$ cat src/rtl/regfile_pkg.sv
// Shared register-file types and sizes, also used by the destination-select mux
// and the decode stage.
package regfile_pkg;

   localparam int DATA_W   = 16;
   localparam int ADDR_W   = 3;
   localparam int NUM_REGS = 2 ** ADDR_W;

   typedef logic [ADDR_W-1:0] reg_addr_t;
   typedef logic [DATA_W-1:0] reg_data_t;

endpackage

$ cat src/rtl/reg_scoreboard.sv
// Pending-load scoreboard: one bit per register, set by an issued load and
// cleared by a write, with a pending lookup for each read port.
import regfile_pkg::*;

module reg_scoreboard (
   input  logic      clk,
   input  logic      rst,
   input  logic      i_set_en,
   input  reg_addr_t i_set_addr,
   input  logic      i_clr_en,
   input  reg_addr_t i_clr_addr,
   input  reg_addr_t i_rs_addr,
   input  reg_addr_t i_rt_addr,
   output logic      o_rs_pend,
   output logic      o_rt_pend
);

   logic [NUM_REGS-1:0] r_pend;

   // The set is placed after the clear so that a load issued together with a
   // write to the same register leaves that register pending.
   always_ff @(posedge clk or posedge rst) begin
      if (rst) begin
         r_pend <= '0;
      end else begin
         if (i_clr_en) r_pend[i_clr_addr] <= 1'b0;
         if (i_set_en) r_pend[i_set_addr] <= 1'b1;
      end
   end

   assign o_rs_pend = r_pend[i_rs_addr];
   assign o_rt_pend = r_pend[i_rt_addr];

endmodule

$ cat src/rtl/reg_file_wb.sv
// 8-entry register file with a registered write-back stage, two bypassed
// combinational read ports, and a read-after-load stall.
import regfile_pkg::*;

module reg_file_wb (
   input  logic      clk,
   input  logic      rst,
   input  reg_addr_t dst,
   input  logic      wr_en,
   input  reg_data_t wr_data,
   input  logic      ld_issue,
   input  reg_addr_t rs_addr,
   input  reg_addr_t rt_addr,
   input  logic      rs_used,
   input  logic      rt_used,
   output reg_data_t rs_data,
   output reg_data_t rt_data,
   output logic      stall,
   output logic      wb_valid
);

   reg_data_t r_array [NUM_REGS];
   logic      r_wb_valid;
   reg_addr_t r_wb_addr;
   reg_data_t r_wb_data;

   logic      w_rs_hit;
   logic      w_rt_hit;
   logic      w_rs_pend;
   logic      w_rt_pend;

   always_ff @(posedge clk or posedge rst) begin
      if (rst) begin
         r_wb_valid <= 1'b0;
         r_wb_addr  <= '0;
         r_wb_data  <= '0;
      end else begin
         r_wb_valid <= wr_en;
         r_wb_addr  <= dst;
         r_wb_data  <= wr_data;
      end
   end

   always_ff @(posedge clk or posedge rst) begin
      if (rst) begin
         for (int i = 0; i < NUM_REGS; i++) begin
            r_array[i] <= '0;
         end
      end else if (r_wb_valid) begin
         r_array[r_wb_addr] <= r_wb_data;
      end
   end

   assign w_rs_hit = wr_en && (dst == rs_addr);
   assign w_rt_hit = wr_en && (dst == rt_addr);

   // The incoming write is newer than the one in write-back, which is newer than the array.
   always_comb begin
      rs_data = r_array[rs_addr];
      if (w_rs_hit) begin
         rs_data = wr_data;
      end else if (r_wb_valid && (r_wb_addr == rs_addr)) begin
         rs_data = r_wb_data;
      end
   end

   always_comb begin
      rt_data = r_array[rt_addr];
      if (w_rt_hit) begin
         rt_data = wr_data;
      end else if (r_wb_valid && (r_wb_addr == rt_addr)) begin
         rt_data = r_wb_data;
      end
   end

   reg_scoreboard u_scoreboard (
      .clk        (clk),
      .rst        (rst),
      .i_set_en   (ld_issue),
      .i_set_addr (dst),
      .i_clr_en   (wr_en),
      .i_clr_addr (dst),
      .i_rs_addr  (rs_addr),
      .i_rt_addr  (rt_addr),
      .o_rs_pend  (w_rs_pend),
      .o_rt_pend  (w_rt_pend)
   );

   // A write landing in the same cycle satisfies the consumer through the bypass.
   assign stall = (rs_used && w_rs_pend && !w_rs_hit) ||
                  (rt_used && w_rt_pend && !w_rt_hit);

   assign wb_valid = r_wb_valid;

endmodule

$ cat config.mk
export PLATFORM = sky130hd
export DESIGN_NAME = reg_file_wb
export DESIGN_NICKNAME = d
export VERILOG_FILES = /design/src/rtl/regfile_pkg.sv /design/src/rtl/reg_scoreboard.sv /design/src/rtl/reg_file_wb.sv
export SDC_FILE = /design/constraint.sdc
export NUM_CORES = 1
export LEC_CHECK = 0
export CORE_ASPECT_RATIO = 0.7
export CORE_UTILIZATION = 31
export DETAILED_ROUTE_END_ITERATION = 10
export DONT_BUFFER_PORTS = 1
export GPL_TIMING_DRIVEN = 0
export PLACE_DENSITY = 0.49
export SETUP_SLACK_MARGIN = 0.02
export SLEW_MARGIN = 30
export SYNTH_ARGS = -nofsm -noshare
export SYNTH_HDL_FRONTEND = slang
export SYNTH_SLANG_ARGS = --single-unit
$ cat constraint.sdc
create_clock -name clk -period 11 [get_ports clk]
set_input_delay 1.1 -clock clk [delete_from_list [all_inputs] [get_ports clk]]
set_output_delay 1.1 -clock clk [all_outputs]
set_load 0.02 [all_outputs]
# Word-level counts from Yosys, hierarchy flattened
# Index checks and enable logic that the tools add are counted.
# totals
regBits	156
out_inout_bits	34
# op_classes
order_cmp	8
eq_ne	4
muxes	21
bitwise	6
reduce_logical	13
# ops
cell	count
16-bit 2-to-1 mux	9
128-bit bitwise mux	1
16-bit binary-select mux with 3-bit select	2
16-bit demux with 3-bit select	1
8-bit 2-to-1 mux	2
3-bit equality test	4
4-bit greater-or-equal comparator (second input constant)	3
3-bit by 4-bit less-than comparator with 1-bit output (second input constant)	3
3-bit inverter with 4-bit output	3
1-bit logical AND	10
8-bit bitwise AND	1
8-bit inverter	1
8-bit OR	1
1-bit binary-select mux with 3-bit select	2
4-bit by 1-bit less-than comparator with 1-bit output (second input constant)	1
1-bit demux with 3-bit select	1
3-bit by 1-bit greater-or-equal comparator with 1-bit output (second input constant)	1
1-bit 2-to-1 mux	3
1-bit logical NOT	2
1-bit logical OR	1

# Longest topological paths before layout
# depth
word_depth	9
mapped_depth	7
mapped_depth_nobuf	4

# By module
# Synthesis repeated with hierarchy kept, for this count alone.
# hier_totals
cells_unflattened	593
hier_area_um2	8908.5
# modules_own_cells
module	n_inst	cells_per_inst	area_per_inst_um2
reg_file_wb	1	556	8395.6
reg_scoreboard	1	37	513.0

# Worst setup path before layout
# No wires, ideal clock.
# synth_path
kind	in2out
start	input port rs_addr[0]
end	output port rs_data[13]
t_arrival_ps	2484
t_required_ps	9900
slack_ps	7416
stages	7
n_path_buf	3
cell_sequence	buf_6 > buf_6 > xnor2_1 > nand4_2 > buf_8 > mux2i_1 > o21ai_1
# synth_via
elab_chain_cells	6
# synth_lines
element	line	source
start, declared	reg_file_wb.sv:12	input reg_addr_t rs_addr,
3-bit inverter with 4-bit output (not written as such)	reg_file_wb.sv:59	rs_data = r_array[rs_addr];
16-bit binary-select mux with 3-bit select	reg_file_wb.sv:59	
16-bit 2-to-1 mux (not written as such) (2 in a row)	reg_file_wb.sv:59	
16-bit 2-to-1 mux	reg_file_wb.sv:62	end else if (r_wb_valid && (r_wb_addr == rs_addr)) begin
16-bit 2-to-1 mux *	reg_file_wb.sv:60	if (w_rs_hit) begin
end, declared	reg_file_wb.sv:16	output reg_data_t rs_data,
# Mark *: on every way between the ends. The rest lies on a longest branch, timed or not. The select of a mux whose other input is x is not followed.

# Worst setup path after layout
# layout_path
start	input port rt_addr[2]
end	output port rt_data[10]
# layout_via
elab_chain_cells	6
# layout_lines
element	line	source
start, declared	reg_file_wb.sv:13	input reg_addr_t rt_addr,
3-bit inverter with 4-bit output (not written as such)	reg_file_wb.sv:68	rt_data = r_array[rt_addr];
16-bit binary-select mux with 3-bit select	reg_file_wb.sv:68	
16-bit 2-to-1 mux (not written as such) (2 in a row)	reg_file_wb.sv:68	
16-bit 2-to-1 mux	reg_file_wb.sv:71	end else if (r_wb_valid && (r_wb_addr == rt_addr)) begin
16-bit 2-to-1 mux *	reg_file_wb.sv:69	if (w_rt_hit) begin
end, declared	reg_file_wb.sv:17	output reg_data_t rt_data,
# Marks and branches as above.

==> summary.md <==
| Metric | Value |
|---|---|
| # nets final | `652` |
| Tcrit/Tclk final | `0.3773` |
| Setup TNS | `0 ps` |
| Initial antenna violation count | `0` |
| DRC | `0` |
| Post-synth EDFFs | `0` |
| CTS root buf | `clkbuf_16` |
| CTS Sinks | `156` |
| CTS HTree Levels | `4` |
| Vias | `5441` |
| RSZ-0062 raised after global routing | `false` |
| Initial DRC Count | `363` |
| Global Route Usage Sum | `0.1864` |
| TritonCTS clock tree | `built` |
| Largest net degree at the start of global routing | `87` |
| RD Place Congestion | `0.7737` |
| Crit path DAT | `3050 ps` |
| Total die area | `29580 µm²` |
| Met3 WL | `1257 µm` |
| Initial core utilization | `0.3189` |
| Total gr overflow | `0` |
| Met1 wire length | `12530 µm` |
| Synth Instances | `601` |
| Reg2reg end | `r_array[84]` |
| Detailed Route WL | `25910 µm` |
| Drt wl/cell | `25.75 µm` |
| Clock latency on the worst-skew pair | `440 ps` |
| Critical path class | `input pin to output port` |
| Router iterations before antenna repair | `4` |
| Met2 WL | `11490 µm` |
| Synthesized area per cell | `14.90 µm²` |
| Synth Warn # | `0` |
| Maximum clock path buffer count | `2` |
| Mapped Area | `8955 µm²` |
| Setup crit start kind | `input pin` |
| Width of the die | `205.1 µm` |
| Most common cell in the netlist | `mux2_2` |
| Crit-path max FO | `10` |
| Hold-fix buffers, CTS | `0` |
| Final Skew | `11.38 ps` |
| Global-route wire length before repair | `38960 µm` |
| Reg2reg setup slack | `8440 ps` |
| Hold EP | `r_array[111]` |
| # fillers | `2680` |
| Cts bufs inserted | `17` |
| Core Area | `28080 µm²` |
| I/O pins | `65` |
| Layout Utilization | `0.3573` |
| Critical Path Sink Type | `output port` |
| Pleak | `4.307 nW` |
| Synth top area share | `0.4359` |
| Synth Register Bits | `156` |
| Reg2reg start | `wb_valid` |
| Worst r2r path cells | `5` |
| Top sig layer | `met4` |
| HPWL after detailed placement | `17280 µm` |
| Final hold viol count | `0` |
| Fmax | `240.9 MHz` |
| Via-to-Cell Ratio | `5.409` |
| Top FF cell, synth | `dfrtp_1` |
| Synth area leader | `dfrtp_1` |
| Worst path required time | `9900 ps` |
| VDD IR-drop max | `0.00009303 V` |
| Max_slew headroom | `0.3606` |
| Layout cells sized above 1 | `0.4117` |
| Postcts setup bufs | `0` |
| Clock slew at reported path FFs | `70 ps` |
| Setup violations, final | `0` |
| Site row count | `51` |
| Minimum clock period | `4150 ps` |
| Die height | `144.2 µm` |
| Hold_ws | `519.2 ps` |
| Port bufs | `0` |
| Async S/R FF share, synth | `1.000` |
| Synth area leaders | `dfrtp_1, mux2_2, mux4_1, mux2i_1, mux4_2` |
| Hold Path Stages | `1` |
| Status | `completed` |
| Cts repair resizes | `0` |
| Worst slew pin tran | `954.9 ps` |
| Number of max-cap violations | `0` |
| Register area share after synthesis | `0.4359` |
| Final ANT Viol Nets | `0` |
| Mapped Nets | `632` |
| Synth cell count leaders | `mux2_2, dfrtp_1, mux4_1` |
| Netlist cell types | `33` |
| Vias in the first global route | `5885` |
| Worst hold path type | `flip-flop to flip-flop` |
| Synth-to-layout area growth | `12.02%` |
| Pwr/cell area | `181.0 nW/µm²` |
| Max Slew Vio Count | `0` |
| HP Start | `r_array[111]` |
## cells by family after synthesis
family	count (synthesis)	share of synthesized area
AOI/OAI and AO/OA	51	0.03088
xor gates and xnor gates	12	0.01174
buffers and inverters	61	0.05645
DFF	156	0.4359
muxes	262	0.4292
and+or+nand+nor	59	0.03577
## how the worst max path moves through the flow
stage	from	slack [ps]	end	cells past startpoint
after floorplan	rst	5690	r_array[0]	1
after global placement	rst	3880	r_array[58]	1
after detailed placement	rs_addr[0]	6870	rs_data[7]	7
after CTS	rs_addr[0]	6860	rs_data[7]	7
after global routing	dst[0]	6760	rt_data[12]	7
final	rt_addr[2]	6850	rt_data[10]	7
## layer usage
metal	vias up	track usage
met1	2932	0.2703
met2	122	0.2740
li1	2357	-
met3	30	0.03628
met4	0	0.06979
met5	-	0
## critical path, stage by stage
cell and delay (ps):
buf_6 180, buf_8 210, xnor2_1 150, nand4_2 460
buf_8 350, mux2i_1 180, o21ai_1 390
## area by class of cell
type	instances	area [µm²]	area share
inverter	1	11.26	0.001123
clock buffer	17	425.4	0.04241
tap	371	464.2	0.04628
timing repair buffer	1	27.53	0.002744
sequential	156	3904	0.3892
multi-input combinational	384	4546	0.4532
clock inverter	15	148.9	0.01484
antenna	1	2.502	0.0002495
buffer	60	501.7	0.05002
## power breakdown
part           total (mW)  internal [mW]  switching, mW
clock               0.597          0.320          0.277
combinational       0.457          0.244          0.213
sequential          0.762          0.687         0.0749
total                1.82           1.25          0.565
## state kept, by name (all words and copies together), names as in the netlist
name                 count
wb_valid                 1
r_array                128
r_wb_addr                3
u_scoreboard.r_pend      8
r_wb_data               16
## cell usage in the layout (no fill, tap or decap), types with 3 or more instances in the layout
master	instances
mux2_2	160
dfrtp_1	156
mux4_1	52
nand2_1	37
mux2i_1	36
o21ai_0	22
o21ai_1	22
clkbuf_16	17
buf_2	14
mux4_2	14
clkbuf_1	12
xnor2_1	12
clkbuf_8	8
buf_6	7
inv_6	7
clkbuf_4	6
nand2b_1	5
buf_4	4
o31ai_1	4
buf_8	4
nand4b_1	3
inv_8	3
## stage by stage
stage / power (mW) / setup WS (ps) / instance area (µm²) / instances
after floorplan: 1.118 / 5693 / 8955 / 601
after global placement: 1.202 / 3878 / 9419 / 972
after detailed placement: 1.232 / 6867 / 9454 / 973
after CTS: 1.830 / 6863 / 10030 / 1005
after global routing: 1.904 / 6759 / 10030 / 1005
final: 1.816 / 6850 / 10030 / 1006
Power figures use the tool's default switching activity.
